`config.mk`:
```
export PLATFORM = sky130hd
export DESIGN_NAME = game_speed_sched
export DESIGN_NICKNAME = d
export VERILOG_FILES = /design/src/rtl/game_speed_sched.sv
export SDC_FILE = /design/constraint.sdc
export NUM_CORES = 1
export LEC_CHECK = 0
export BUFFER_PORTS_ARGS = -buffer_cell sky130_fd_sc_hd__buf_2
export CAP_MARGIN = 0
export CORE_MARGIN = 4
export CORE_UTILIZATION = 50
export DETAILED_ROUTE_END_ITERATION = 12
export PLACE_DENSITY_LB_ADDON = 0.3
export SYNTH_ARGS = -nofsm -noshare
export SYNTH_HDL_FRONTEND = slang
export SYNTH_SLANG_ARGS = --single-unit
```
`constraint.sdc`:
```
create_clock -name clk -period 10.24 [get_ports clk]
set_input_delay 0.512 -clock clk [delete_from_list [all_inputs] [get_ports clk]]
set_output_delay 0.512 -clock clk [all_outputs]
set_load 0.005 [all_outputs]
```
`src/rtl/game_speed_sched.sv`:
```
// Game-pace scheduler: tick pulse, score, level and hi_score (GAME_SPEED_SCHED_HISCORE_EN); no backpressure.
// All outputs registered; tick fires on the edge where div_cnt reaches period-1.
module game_speed_sched #(
  parameter int BASE_PERIOD     = 200000,
  parameter int STEP            = 10000,
  parameter int MAX_LEVEL       = 8,
  parameter int SCORE_DIV       = 4,
  parameter int SCORE_PER_LEVEL = 100,
  parameter int SCORE_MAX       = 9999
) (
  input  logic        clk,
  input  logic        rst,
  input  logic [1:0]  game_state,
  output logic        tick,
  output logic [13:0] score,
  output logic [3:0]  level,
  output logic        level_up,
  output logic [13:0] hi_score
);

  localparam int TW = (SCORE_DIV > 1) ? $clog2(SCORE_DIV) : 1;
  localparam int LW = (SCORE_PER_LEVEL > 1) ? $clog2(SCORE_PER_LEVEL) : 1;

  typedef enum logic [1:0] {
    ST_INIT  = 2'd0,
    ST_START = 2'd1,
    ST_END   = 2'd2,
    ST_RESET = 2'd3
  } state_t;

  state_t          gs;
  logic [19:0]     div_cnt;
  logic [TW-1:0]   tick_cnt;
  logic [LW-1:0]   lvl_cnt;
  logic [19:0]     period;
  logic            wrap;
  logic            tick_wrap;
  logic            score_inc;
  logic            lvl_wrap;

  assign gs     = state_t'(game_state);
  assign period = 20'(BASE_PERIOD) - 20'(level) * 20'(STEP);

  // >= rather than == so a shortened period never lets div_cnt run past it
  always_comb begin
    wrap      = (div_cnt >= (period - 20'd1));
    tick_wrap = (tick_cnt == TW'(SCORE_DIV - 1));
    score_inc = wrap && tick_wrap && (score < 14'(SCORE_MAX));
    lvl_wrap  = (lvl_cnt == LW'(SCORE_PER_LEVEL - 1));
  end

  always_ff @(posedge clk or negedge rst) begin
    if (!rst) begin
      div_cnt  <= '0;
      tick_cnt <= '0;
      lvl_cnt  <= '0;
      score    <= '0;
      level    <= '0;
      tick     <= 1'b0;
      level_up <= 1'b0;
    end else begin
      tick     <= 1'b0;
      level_up <= 1'b0;
      case (gs)
        ST_START: begin
          if (wrap) begin
            div_cnt  <= '0;
            tick     <= 1'b1;
            tick_cnt <= tick_wrap ? '0 : tick_cnt + 1'b1;
            if (score_inc) begin
              score   <= score + 14'd1;
              lvl_cnt <= lvl_wrap ? '0 : lvl_cnt + 1'b1;
              if (lvl_wrap && (level < 4'(MAX_LEVEL))) begin
                level    <= level + 4'd1;
                level_up <= 1'b1;
              end
            end
          end else begin
            div_cnt <= div_cnt + 20'd1;
          end
        end
        ST_RESET: begin
          div_cnt  <= '0;
          tick_cnt <= '0;
          lvl_cnt  <= '0;
          score    <= '0;
          level    <= '0;
        end
        default: ;
      endcase
    end
  end

`ifdef GAME_SPEED_SCHED_HISCORE_EN
  logic end_q;

  // end_q marks that END was already seen, so only the first END cycle compares
  always_ff @(posedge clk or negedge rst) begin
    if (!rst) begin
      end_q    <= 1'b0;
      hi_score <= '0;
    end else begin
      end_q <= (gs == ST_END);
      if ((gs == ST_END) && !end_q && (score > hi_score))
        hi_score <= score;
    end
  end
`else
  assign hi_score = '0;
`endif

endmodule
```
==> out/summary.txt <==
Result of the run -> completed
Antenna violations before repair -> 0
Syn_area_per_cell -> 8.70 µm²
Total of endpoints with negative setup slack in the final report -> 0
Die ar. -> 0.00994 mm²
Fraction of final layout cells sized beyond drive strength 1 -> 10.7%
Routed wire length per instance -> 15.9 µm
Quantity of hold-fixing buffers added after cts -> 0
Worst reg2reg setup slack -> 3.76 ns
Final-layout worst hold slack -> 0.295 ns
Type of the most critical hold path -> input pin to asynchronous set/reset pin
Power density of the placed cells -> 77.4 mW/mm²
CTS clock-pin slew for the worst setup and hold paths -> 0.10 ns
Syn-to-layout area delta -> 4.40%
Number of distinct library cell variants in the gate-level netlist after synthesis -> 68
FF+latch count, synth -> 49
Area of the multi-input gates -> 0.00274 mm²
Maxcap violations -> 0
Slew at the pin closest to its max-slew limit -> 1.04 ns
Antenna viol nets, final -> 0
Post-Place Cells -> 593
Sort of element at the end of the critical path -> flop
Data required time of the critical path -> 10.45 ns
Number of input and output port buffers inserted -> 23
# diodes -> 0
Die X -> 99.7 µm
Number of cell instances on the worst register-to-register path -> 18
Number of violations reported at the end of detailed-routing iteration 0 -> 207
GP Congestion -> 0.821
Area used by sequential logic in the layout -> 0.00123 mm²
Via count of the first global-routing pass -> 3399
Vias after detailed routing -> 3584
Wire length of the first global-routing pass -> 16400 µm
Top cells by area, synth -> dfrtp_1, ha_1, nand2_1
Most common library cells after synthesis -> dfrtp_1, nand2_1, ha_1, nor2_1, nor3_1
Number of hold-slack violations in the final timing report -> 0
Static power due to leakage -> 2.08 nW
TritonCTS Sinks -> 49
Worst setup SP type -> flop
Insertion delay of the later-clocked pin in the worst-skew pair -> 0.31 ns
Cell type contributing the most total cell area after synthesis -> dfrtp_1
Post-Place Cell Area -> 0.00430 mm²
Pre-CTS setup slack -> 3.82 ns
CP Cell Sequence -> inv_1 -> fa_1 -> inv_1 -> ha_1 -> inv_1 -> fa_1 -> or2_2 -> o221a_2 -> o32ai_4 -> a2111oi_4 -> or3_1 -> ha_1 -> a21oi_1 -> nand2_1 -> a221oi_1 -> o21a_1 -> nor2_1 -> a32o_1
CP most frequent cell -> inv_1
DRC violation count after routing -> 0
Highest clock frequency the design can meet -> 154 MHz
Top_reg_cell synth -> dfrtp_1
Final nets -> 540
Capturing point of the worst reg2reg path -> score[1]
Final Skew -> 0.00540 ns
Synth warnings -> 0
Relative slew margins -> 30.6%
Startpoint of the lowest-slack register-to-register path -> level[2]
Post-Syn Instances -> 483
Number of core rows -> 33
Detail Placement HPWL -> 6960 µm
GRT Residual Overflow -> 0
CP arrival -> 6.68 ns
Core Util, Final -> 53.4%
Crit path kind -> flop to flop
Non-filler cells, final -> 601
TritonCTS buffer count -> 5
I/O pin count -> 38
Pin count of the biggest net entering global routing -> 50
Maximum count of clock buffers along a single path -> 2
Initial Util -> 51.2%
Final WS setup -> 3.76 ns
Count of final max-slew check failures -> 0
Fill cells -> 758
Minimum period implied by the final worst setup slack -> 6.48 ns
Avg Vias per Cell -> 5.96
Cell type of the slowest stage on the worst timing path -> o21a_1
Longest individual stage delay on the worst path -> 0.87 ns
CTS tree -> done
Area of the mapped netlist -> 0.00420 mm²
CTS-repair resized insts -> 0
Synth top area share -> 29.2%
Die height -> 99.7 µm
Setup repair after global routing missed its margin -> no
Post-route design area -> 0.00439 mm²
Highest fanout seen on the critical path -> 28
Async set or reset register ratio after synthesis -> 100%
Post-CTS setup repair buffer count -> 0
Library cell used as clock root buffer -> clkbuf_8
Core Area -> 0.00822 mm²
Post-route clock period utilization -> 63.3%
Routed Wire Length -> 9570 µm
Power, Total -> 0.340 mW
Number of enable-type register cells in the synthesized netlist -> 0
Worst voltage drop across the vdd grid -> 80.2 µV
Sequential-to-total area share from yosys stat -> 29.2%
Number of levels in the clock H-tree -> 2
Aggregate negative setup slack -> 0 ns
Iteration count of the initial detailed-routing pass -> 5
Global Route Usage Sum -> 19.9%
[power breakdown]
group	leakage, nW	total (mW)	switching [mW]	internal (mW)
Sequential	0.682	0.198	0.00244	0.196
Clock	0.0456	0.120	0.0707	0.0489
Combinational	1.35	0.0216	0.0156	0.00605
[per-layer routing]
metal	routed length (µm)	part of all wire, %	GRT usage (%)
met4	87	0.91	4.10
met1	4760	50	30.3
met3	373	3.9	2.95
met2	4340	45	29.8
met5	0	0	0
[how the worst max path moves through the flow]
stage                   from          to  cells past startpoint
floorplan           level[2]  lvl_cnt[5]                     21
global placement    level[2]    score[1]                     18
detailed placement  level[2]    score[1]                     18
CTS                 level[2]    score[1]                     18
global route        level[2]    score[1]                     19
finish              level[2]    score[1]                     18
[sequential cells by signal, summed over array words and instances (netlist names)]
name and cells:
level_up 1, score 14, tick_cnt 2, div_cnt 20, tick 1, lvl_cnt 7, level 4
[worst max-delay path: cells and delay by family (launching register included)]
kind / cells / cell delay, ns
buffers and inverters: 3 / 0.34
adders and majority gates: 4 / 1.74
and+or+nand+nor: 4 / 0.99
DFF: 1 / 0.72
AOI/OAI and AO/OA: 7 / 2.61
[area by class of cell]
| cell class | instances | share of cell area, % |
|---|---|---|
| Inverter | 21 | 1.80 |
| Multi-Input combinational cell | 393 | 62.3 |
| Tap cell | 105 | 2.99 |
| Clock buffer | 6 | 1.65 |
| Sequential cell | 49 | 27.9 |
| Timing Repair Buffer | 25 | 2.96 |
| Clock inverter | 2 | 0.314 |
[logic make-up (layout without fill, tap and decap cells)]
| kind of cell | Yosys count | after routing | share of synthesized area [%] |
|---|---|---|---|
| AND/OR/NAND/NOR | 196 | 196 | 23.8 |
| buffers and inverters | 54 | 54 | 6.90 |
| other | 1 | 14 | 0.0892 |
| adder cells (fa/ha/maj) | 41 | 41 | 12.7 |
| multiplexers | 8 | 8 | 1.90 |
| XOR/XNOR | 19 | 19 | 3.96 |
| flip-flops | 49 | 49 | 29.2 |
| AO/OA/AOI/OAI | 115 | 115 | 21.5 |
[cell usage in the layout (no fill, tap or decap), drive strengths merged, types with 4 or more instances in the layout]
master   n
nand2   49
dfrtp   49
ha      38
nor2    36
buf     25
nor3    23
o21ai   23
inv     22
nand3   21
a21oi   17
a21o    16
xnor2   15
conb    14
and3    11
a31oi   10
nand2b   9
nand4    9
mux2i    8
nor3b    6
o31ai    6
clkbuf   6
or4      5
nor4     5
xor2     4
or3      4
a211oi   4
Note: power is estimated with default switching activity, not from simulation.
